--- src/rtl/img_pkt_pkg.sv ---
// Shared types and constants for the HDMI-in image packetiser.
// The packetiser imports the same window defaults, so both sides agree on words per line.
package img_pkt_pkg;

  localparam int RGB_W    = 24;
  localparam int RGB565_W = 16;
  localparam int WORD_W   = 32;

  localparam int R_HI = 23;
  localparam int R_LO = 19;
  localparam int G_HI = 15;
  localparam int G_LO = 10;
  localparam int B_HI = 7;
  localparam int B_LO = 3;

  localparam logic [15:0] DEF_OUT_H_PIXEL = 16'd640;
  localparam logic [15:0] DEF_OUT_V_PIXEL = 16'd480;
  localparam logic [15:0] DEF_X_OFF       = 16'd0;
  localparam logic [15:0] DEF_Y_OFF       = 16'd0;
  localparam logic [1:0]  DEF_DEC         = 2'd1;
  localparam logic        DEF_VS_POL      = 1'b1;

  typedef struct packed {
    logic             de;
    logic [RGB_W-1:0] rgb;
  } pix_in_t;

  function automatic logic [RGB565_W-1:0] to_rgb565(input logic [RGB_W-1:0] c);
    return {c[R_HI:R_LO], c[G_HI:G_LO], c[B_HI:B_LO]};
  endfunction

endpackage

--- src/rtl/img_win_cnt.sv ---
// Window tracker: x/y counters, DE/VS edge detect and the per-frame enable latch.
// Produces the per-pixel keep flag and line/frame strobes, all aligned with stage 1.
module img_win_cnt
  import img_pkt_pkg::*;
#(
  parameter logic [15:0] OUT_H_PIXEL = DEF_OUT_H_PIXEL,
  parameter logic [15:0] OUT_V_PIXEL = DEF_OUT_V_PIXEL,
  parameter logic [15:0] X_OFF       = DEF_X_OFF,
  parameter logic [15:0] Y_OFF       = DEF_Y_OFF,
  parameter logic [1:0]  DEC         = DEF_DEC
) (
  input  logic cam_pclk,
  input  logic rst_n,
  input  logic vs,
  input  logic de,
  input  logic frame_en,
  output logic keep,
  output logic row_ok,
  output logic line_end,
  output logic frame_start
);

  // 17-bit bounds so X_OFF + span cannot wrap
  localparam logic [16:0] X_LO = 17'(X_OFF);
  localparam logic [16:0] X_HI = X_LO + 17'(OUT_H_PIXEL) * 17'(DEC);
  localparam logic [16:0] Y_LO = 17'(Y_OFF);
  localparam logic [16:0] Y_HI = Y_LO + 17'(OUT_V_PIXEL) * 17'(DEC);

  logic        vs_d, de_d, en_q;
  logic [15:0] x, y;
  logic        x_ok, y_ok;

  assign frame_start = vs & ~vs_d;
  assign line_end    = de_d & ~de;

  // with DEC limited to 1 or 2, the phase test reduces to comparing LSBs
  assign x_ok = ({1'b0, x} >= X_LO) && ({1'b0, x} < X_HI) &&
                ((DEC != 2'd2) || !(x[0] ^ X_OFF[0]));
  assign y_ok = ({1'b0, y} >= Y_LO) && ({1'b0, y} < Y_HI) &&
                ((DEC != 2'd2) || !(y[0] ^ Y_OFF[0]));

  assign row_ok = en_q & y_ok;
  assign keep   = de & row_ok & x_ok;

  always_ff @(posedge cam_pclk or negedge rst_n) begin
    if (!rst_n) begin
      vs_d <= 1'b0;
      de_d <= 1'b0;
      en_q <= 1'b0;
      x    <= '0;
      y    <= '0;
    end else begin
      vs_d <= vs;
      de_d <= de;
      if (frame_start) begin
        x    <= '0;
        y    <= '0;
        en_q <= frame_en;
      end else begin
        if (!de)           x <= '0;
        else if (x != '1)  x <= x + 16'd1;
        if (line_end && y != '1) y <= y + 16'd1;
      end
    end
  end

endmodule

--- src/rtl/img_pix_pack.sv ---
// Crops/decimates the HDMI RGB888 stream, converts to RGB565 and packs two pixels per word.
// Stage 1 registers the inputs; stage 2 is the packed output, so data lags vin_de by 2 cycles.
module img_pix_pack
  import img_pkt_pkg::*;
#(
  parameter logic [15:0] OUT_H_PIXEL = DEF_OUT_H_PIXEL,
  parameter logic [15:0] OUT_V_PIXEL = DEF_OUT_V_PIXEL,
  parameter logic [15:0] X_OFF       = DEF_X_OFF,
  parameter logic [15:0] Y_OFF       = DEF_Y_OFF,
  parameter logic [1:0]  DEC         = DEF_DEC,
  parameter logic        VS_POL      = DEF_VS_POL
) (
  input  logic              cam_pclk,
  input  logic              rst_n,
  input  logic              vin_vs,
  input  logic              vin_de,
  input  logic [RGB_W-1:0]  vin_data,
  input  logic              frame_en,
  output logic              img_vsync,
  output logic              img_data_en,
  output logic [WORD_W-1:0] img_data,
  output logic              short_line
);

  localparam int          STAGES = 2;
  localparam logic [15:0] WORDS  = OUT_H_PIXEL >> 1;

  logic                vs_n;
  logic [STAGES:1]     vs_pipe;
  pix_in_t             s1;
  logic                keep, row_ok, line_end, frame_start;
  logic [RGB565_W-1:0] pix565, hold;
  logic                pair_vld;
  logic [15:0]         word_cnt;

  assign vs_n      = vin_vs ~^ VS_POL;
  assign img_vsync = vs_pipe[STAGES];
  assign pix565    = to_rgb565(s1.rgb);

  always_ff @(posedge cam_pclk or negedge rst_n) begin
    if (!rst_n) begin
      vs_pipe <= '0;
      s1      <= '0;
    end else begin
      vs_pipe <= {vs_pipe[STAGES-1:1], vs_n};
      s1      <= '{de: vin_de, rgb: vin_data};
    end
  end

  img_win_cnt #(
    .OUT_H_PIXEL (OUT_H_PIXEL),
    .OUT_V_PIXEL (OUT_V_PIXEL),
    .X_OFF       (X_OFF),
    .Y_OFF       (Y_OFF),
    .DEC         (DEC)
  ) u_win (
    .cam_pclk    (cam_pclk),
    .rst_n       (rst_n),
    .vs          (vs_pipe[1]),
    .de          (s1.de),
    .frame_en    (frame_en),
    .keep        (keep),
    .row_ok      (row_ok),
    .line_end    (line_end),
    .frame_start (frame_start)
  );

  // frame start wins over everything so a mid-line restart never emits a partial word
  always_ff @(posedge cam_pclk or negedge rst_n) begin
    if (!rst_n) begin
      hold        <= '0;
      pair_vld    <= 1'b0;
      word_cnt    <= '0;
      img_data    <= '0;
      img_data_en <= 1'b0;
      short_line  <= 1'b0;
    end else begin
      img_data_en <= 1'b0;
      short_line  <= 1'b0;
      if (frame_start) begin
        pair_vld <= 1'b0;
        word_cnt <= '0;
      end else if (keep) begin
        if (!pair_vld) begin
          hold     <= pix565;
          pair_vld <= 1'b1;
        end else begin
          img_data    <= {hold, pix565};
          img_data_en <= 1'b1;
          pair_vld    <= 1'b0;
          word_cnt    <= word_cnt + 16'd1;
        end
      end else if (line_end) begin
        pair_vld   <= 1'b0;
        word_cnt   <= '0;
        short_line <= row_ok && (word_cnt < WORDS);
      end
    end
  end

endmodule

--- config.mk ---
export PLATFORM = sky130hd
export DESIGN_NAME = img_pix_pack
export DESIGN_NICKNAME = d
export VERILOG_FILES = /design/src/rtl/img_pkt_pkg.sv /design/src/rtl/img_win_cnt.sv /design/src/rtl/img_pix_pack.sv
export SDC_FILE = /design/constraint.sdc
export NUM_CORES = 1
export LEC_CHECK = 0
export BUFFER_PORTS_ARGS = -buffer_cell sky130_fd_sc_hd__clkbuf_2
export CORE_MARGIN = 1
export CORE_UTILIZATION = 45
export DETAILED_ROUTE_END_ITERATION = 10
export PLACE_DENSITY_LB_ADDON = 0.3
export SYNTH_ARGS = -nofsm -noshare
export SYNTH_HDL_FRONTEND = slang
export SYNTH_SLANG_ARGS = --single-unit
--- constraint.sdc ---
create_clock -name cam_pclk -period 5.2 [get_ports cam_pclk]
set_clock_uncertainty 0.1 [all_clocks]
set_input_delay 1.04 -clock cam_pclk [delete_from_list [all_inputs] [get_ports cam_pclk]]
set_output_delay 1.04 -clock cam_pclk [all_outputs]
set_load 0.005 [all_outputs]
After elaboration in Yosys (flattened, before gate mapping)
Index checks and enable logic that the tools add are counted.
{"block": "word_totals", "ff_bits": 129, "out_inout_bits": 35, "input_bits": 29}
{"block": "op_classes", "n_bitwise": 9, "order_cmp": 3, "eq_ne": 4, "addsub": 3, "n_reduce_logical": 7, "mux": 19}
{"cell": "$mux W16", "count": 9}
{"cell": "$add A16 B1 Y16 const B", "count": 3}
{"cell": "$lt A16 B9 Y1 const B", "count": 2}
{"cell": "$ne A16 B16 Y1 const B", "count": 2}
{"cell": "$lt A16 B10 Y1 const B", "count": 1}
{"cell": "$mux W1", "count": 10}
{"cell": "$ne A3 B1 Y1 const B", "count": 2}
{"cell": "$reduce_and A3 Y1", "count": 2}
{"cell": "$and A1 B1 Y1", "count": 5}
{"cell": "$not A1 Y1", "count": 4}
{"cell": "$reduce_bool A3 Y1", "count": 1}
{"cell": "$logic_and A1 B1 Y1", "count": 2}
{"cell": "$reduce_and A2 Y1", "count": 1}
{"cell": "$reduce_bool A2 Y1", "count": 1}

Longest topological paths before layout
{"block": "logic_depth", "ltp_word": 6, "mapped_depth": 7, "mapped_depth_nobuf": 6}

Modules after synthesis
A second synthesis with hierarchy kept.
{"block": "unflattened", "cells_unflattened": 514, "area_unflattened_um2": 5283.8}
{"mod": "img_pix_pack", "area_each_um2": 3258.1, "seq_area_each_um2": 2152.1, "cells_per_inst": 294, "n_inst": 1}
{"mod": "img_win_cnt", "area_each_um2": 2025.7, "seq_area_each_um2": 875.8, "cells_per_inst": 220, "n_inst": 1}

Least setup slack after synthesis
No wires, ideal clock.
{"block": "synth_timing", "path_type": "register to register", "start": "register u_win.y[12]", "end": "register hold[10]", "n_path_buf": 1, "period_less_slack_ns": 2.167, "setup_time_ns": 0.125, "path_stages_with_launch": 6, "arrival_time_ns": 1.942, "required_ns": 4.975, "setup_slack_ns": 3.033, "path_cell_list": "dfrtp_1 > nor4b_4 > o211ai_4 > nor4_4 > buf_6 > mux2_4"}
{"block": "synth_via", "elab_chain_len": 5}
{"item": "start: declaration", "line": "img_win_cnt.sv:30", "rtl": "logic [15:0] x, y;"}
{"item": "start signal: assignment", "line": "img_win_cnt.sv:62", "rtl": "if (line_end && y != '1) y <= y + 16'd1;"}
{"item": "$lt A16 B9 Y1", "line": "img_win_cnt.sv:39", "rtl": "assign y_ok = ({1'b0, y} >= Y_LO) && ({1'b0, y} < Y_HI) &&"}
{"item": "$and A1 B1 Y1", "line": "img_win_cnt.sv:42", "rtl": "assign row_ok = en_q & y_ok;"}
{"item": "$and A1 B1 Y1 (2 in a row)", "line": "img_win_cnt.sv:43", "rtl": "assign keep = de & row_ok & x_ok;"}
{"item": "$reduce_and A3 Y1 (no source line)"}
{"item": "end signal: assignment", "line": "img_pix_pack.sv:85", "rtl": "hold <= pix565;"}
{"item": "end: declaration", "line": "img_pix_pack.sv:32", "rtl": "logic [RGB565_W-1:0] pix565, hold;"}
No other way between the ends.
A chain may end at the register's enable or synchronous reset.

Worst setup path in the final report
{"block": "layout_timing", "start": "register vs_pipe[1] in the netlist's numbering", "end": "register u_win.x[13]"}
{"block": "layout_via", "elab_chain_len": 2, "word_cells_on_any_way": 3, "cone_classes": "eq/ne (1); mux (1); bitwise (1)"}
{"item": "start: declaration", "line": "img_pix_pack.sv:29", "rtl": "logic [STAGES:1] vs_pipe;"}
{"item": "start signal: assignment", "line": "img_pix_pack.sv:45", "rtl": "vs_pipe <= {vs_pipe[STAGES-1:1], vs_n};"}
{"item": "$and A1 B1 Y1 *", "line": "img_win_cnt.sv:33", "rtl": "assign frame_start = vs & ~vs_d;"}
{"item": "$ne A3 B1 Y1 (no source line) or $mux W16 (tied branches)"}
{"item": "end signal: assignment", "line": "img_win_cnt.sv:61", "rtl": "else if (x != '1) x <= x + 16'd1;"}
{"item": "end: declaration", "line": "img_win_cnt.sv:30"}
Every way passes the cells marked *; elsewhere a longest branch is shown, timed or not.

==> flow_results.org <==
** Placement
- After detailed placement, the design holds a cell count of 628.
- During placement, the flow inserted port buffers numbering 55.
- At the end of routability-driven placement, the weighted congestion stood at approximately 0.83.
- Summed over all nets, the half-perimeter wirelength after detailed placement is roughly 6.6 mm.

** Pwr
- For this design the total switching power over the nets is 0.0006856 W.
- The internal power of the cells totals 0.002084 W.
- Net switching is between 20 and 25% of the power.
- Leakage power :: roughly 2.7 nW
- Dividing total power by cell area gives a power density of 443.2 mW/mm^2.
- Combinational cell fraction of total power :: roughly 15%
- Clock share of power :: around two fifths
- Sequential group share of total power :: 44.2%
- Worst supply voltage drop on vdd :: approximately 0.00032 V

** Status
- Run status :: completed

** Logic synthesis
- Post-Syn Area :: between 0.005 and 0.006 sq mm
- By count the netlist is led by sky130_fd_sc_hd__dfrtp_1, sky130_fd_sc_hd__mux2_2, sky130_fd_sc_hd__nand2_1.
- Counting flops with an async set or reset pin after synthesis yields a share of 100.0%.
- Post-synthesis sequential area ratio :: between 50 and 60%
- After synthesis the netlist holds a flip-flop and latch count of 120.
- Largest cells by area after synthesis :: sky130_fd_sc_hd__dfrtp_1, sky130_fd_sc_hd__mux2_2, sky130_fd_sc_hd__xnor2_1
- Post-synthesis compound-gate area fraction :: between 7 and 8%
- After Yosys synthesis, XOR and XNOR cells account for under 10% of the synthesized area.
- Dominant register cell in the synthesized netlist :: sky130_fd_sc_hd__dfrtp_1
- Proportion of synthesized area in mux cells :: approximately 11%
- Net count of the mapped netlist :: about 470
- Combinational family with the most area after synthesis :: simple AND/OR/NAND/NOR gates
- The synthesized design spends more area on one cell type than any other, namely sky130_fd_sc_hd__dfrtp_1.
- Synth warnings :: 0
- Counting distinct cell types in the post-synthesis netlist gives 51.
- Of the post-synthesis cell area, the dominant cell type holds 57.05%.
- Dividing the synthesized area by the synthesized cell count gives ~12 sq um.
- Simple-Gate Fraction of Synth Area :: 16.85%
- Synthesis produced 440 cells.
- Count of flip-flops with a built-in enable after synthesis :: 0
- Adder and majority cell fraction of the synthesized area :: less than 1%
- Most common cell in the netlist :: sky130_fd_sc_hd__dfrtp_1

** Critical path
- Critical Path Sink Type :: flop
- STA puts the critical path data arrival time at about 2.9 ns.
- STA classifies the critical path startpoint as a flop.
- The critical path is of the flop to flop type.
- Worst-path maximum fanout :: 23
- Required time of the worst setup path :: 5.40 ns

** Clocking
- Clk Latency, worst-skew pair :: roughly 0.4 ns
- In this run, post-CTS repair resized a total of 0 instances.
- Clock-pin slew was measured on the worst setup and hold paths at approximately 0.05 ns.
- Post-CTS setup-driven buffer insertion count :: 0
- Total CTS buffers :: 17
- TritonCTS clock tree :: done
- Clock sinks :: 120
- The tree is rooted in a sky130_fd_sc_hd__clkbuf_16.
- For this design, the CTS-stage hold fixing added 0 buffers.
- Longest Clk Path Bufs :: 2
- CTS H-Tree Depth :: 4

** Timing
- Actual slew at the worst max-slew pin :: around 1.1 ns
- Number of failing setup endpoints in the final timing report :: 0
- Static timing analysis puts the maximum clock frequency at 0.3721 GHz.
- In this run the tightest slew margin relative to its limit is 23.63%.
- Unrepaired setup endpoints after global routing :: false
- The hold violation total from the final report is 0.
- The count of final max-slew check failures was 0.
- Post-route setup TNS :: 0 ns
- Part of the cycle the worst path needs :: slightly above 50%
- Shortest clock period the worst path allows after layout :: 2.688 ns

** Layout
- The filler cells instantiated in the layout total between 1000 and 1500.
- The finished layout holds 660 standard cells, fillers aside.
- Compared with the post-synthesis result, the final layout area differs by 18.73%.
- Net total in the final layout :: 536
- In the final layout, the share of cells above drive strength 1 is 29.59%.
- Count of inserted antenna diode cells :: 0

** Global route
- Number of antenna violations at the first check in global routing :: 0
- The first global-routing pass estimated 16.82 mm of wire.
- Vias in the first global route :: around 3500
- Entering global routing, the biggest net connects between 70 and 80 pins.
- Overflow left after global routing :: 0
- Global-route total usage across every layer :: a little under a fifth

** Die
- Ports :: 64
- From bottom edge to top edge, the die measures between 100 and 150 um.
- Starting utilization of the core area :: 46.10%
- Full die area :: approximately 0.012 sq mm
- In this run the core area contains 39 standard-cell rows.
- In this run the standard cell core region covers around 0.011 sq mm.
- X dimension of the die :: around 110 um

** Drt
- Vias :: 3589
- The first detailed-routing pass ran for 4 iterations.
- Ratio of routed vias to standard cells :: 5.438
- Post-detailed-route DRC marker count :: 0
- The routed design has roughly 10 mm of wire.
- In this run, the number of DRC markers left after iteration 0 of detailed routing was approximately 170.
- Final routed wire length divided by cell count :: 15.22 um
- Once detail routing completed, the nets flagged for antenna violations numbered 0.

** Hold path
- Worst hold path class :: flop to flop

** Run
- Across the run, the number of max-cap violations was 0.
-- layout by cell type, fill, tap and decap left out, types with 9 or more instances in the layout --
cell                        Yosys  final
sky130_fd_sc_hd__o21ai_0       12     12
sky130_fd_sc_hd__nor3_1        12     12
sky130_fd_sc_hd__nor4_1        10     10
sky130_fd_sc_hd__clkbuf_16      0     17
sky130_fd_sc_hd__clkbuf_2       0     54
sky130_fd_sc_hd__xnor2_1       23     23
sky130_fd_sc_hd__nand2_1       38     38
sky130_fd_sc_hd__mux2_2        41     41
sky130_fd_sc_hd__inv_1          9      9
sky130_fd_sc_hd__nor2_1        36     36
sky130_fd_sc_hd__a21oi_1       16     16
sky130_fd_sc_hd__dfrtp_1      120    120
sky130_fd_sc_hd__nand3_1       15     15
-- registers in the layout (all words and copies together), names as in the netlist --
register,cells
img_data_en,1
vs_pipe,2
u_win.y,16
short_line,1
u_win.en_q,1
pair_vld,1
u_win.de_d,1
img_data,32
pix565,16
u_win.x,16
s1,1
word_cnt,16
hold,16
-- power by group through the flow --
stage	sequential, W	clock [W]	combinational, W
6_report	0.00122	0.00113	0.000414
4_1_cts	0.00123	0.00115	0.000426
3_3_place_gp	0.00122	0	0.000410
3_5_place_dp	0.00124	0	0.000421
2_1_floorplan	0.00123	0	0.000219
5_1_grt	0.00125	0.00119	0.000465
-- layer usage --
| metal | wire [um] | track usage (%) | share of wire [%] |
|---|---|---|---|
| met5 | 0 | 0 | 0 |
| met4 | 200 | 8.647 | 2.0 |
| met3 | 450 | 6.114 | 4.5 |
| met2 | 4847 | 28.35 | 48 |
| met1 | 4543 | 23.90 | 45 |
-- cell type report --
cell class / count / area [sq um] / area share, %
Clock inverter: 9 / 90.09 / 1.441
Timing Repair Buffer: 60 / 315.3 / 5.045
Multi-Input combinational cell: 296 / 2131 / 34.09
Clock buffer: 23 / 498.0 / 7.968
Inverter: 9 / 33.78 / 0.5405
Sequential cell: 120 / 3003 / 48.05
Tap cell: 143 / 178.9 / 2.863
-- worst paths after layout --
path / start / end / slack (ns) / depth (start not counted)
worst min register to register: vs_pipe[1]$_DFF_PN0_ / vs_pipe[2]$_DFF_PN0_ / 0.31 / 0
max in group asynchronous: rst_n / img_data[8]$_DFFE_PN0P_ / 3.60 / 2
worst max register to register: vs_pipe[1]$_DFF_PN0_ / u_win.x[13]$_DFFE_PN0P_ / 2.51 / 5
worst min-delay path: vs_pipe[1]$_DFF_PN0_ / vs_pipe[2]$_DFF_PN0_ / 0.31 / 0
worst max-delay path: vs_pipe[1]$_DFF_PN0_ / u_win.x[13]$_DFFE_PN0P_ / 2.51 / 5
min in group asynchronous: rst_n / u_win.y[14]$_DFFE_PN0P_ / 0.59 / 2
-- kinds of logic after synthesis --
| family | count (synthesis) |
|---|---|
| adders and majority gates | 3 |
| buffers and inverters | 24 |
| and+or+nand+nor | 159 |
| xor gates and xnor gates | 25 |
| muxes | 50 |
| DFF | 120 |
| AOI/OAI and AO/OA | 59 |
-- critical path: stages, from the launching register on --
cell                       delay, ns
sky130_fd_sc_hd__dfrtp_1        0.36
sky130_fd_sc_hd__nor2b_2        0.92
sky130_fd_sc_hd__nor3b_1        0.29
sky130_fd_sc_hd__a211oi_1       0.52
sky130_fd_sc_hd__a31oi_1        0.16
sky130_fd_sc_hd__a41o_1         0.22
-- stage by stage --
step	setup slack, ns	utilization [%]	hold slack, ns	total power (W)	instance area [sq um]
2_1_floorplan	3.033	-	0.2677	0.001447	5264
3_3_place_gp	2.577	49.58	0.2812	0.001634	5662
3_5_place_dp	2.501	49.58	0.2834	0.001660	5662
4_1_cts	2.475	54.73	0.3085	0.002806	6250
5_1_grt	2.289	54.73	0.3228	0.002909	6250
6_report	2.512	54.73	0.3097	0.002770	6250
Power figures use the tool's default switching activity.
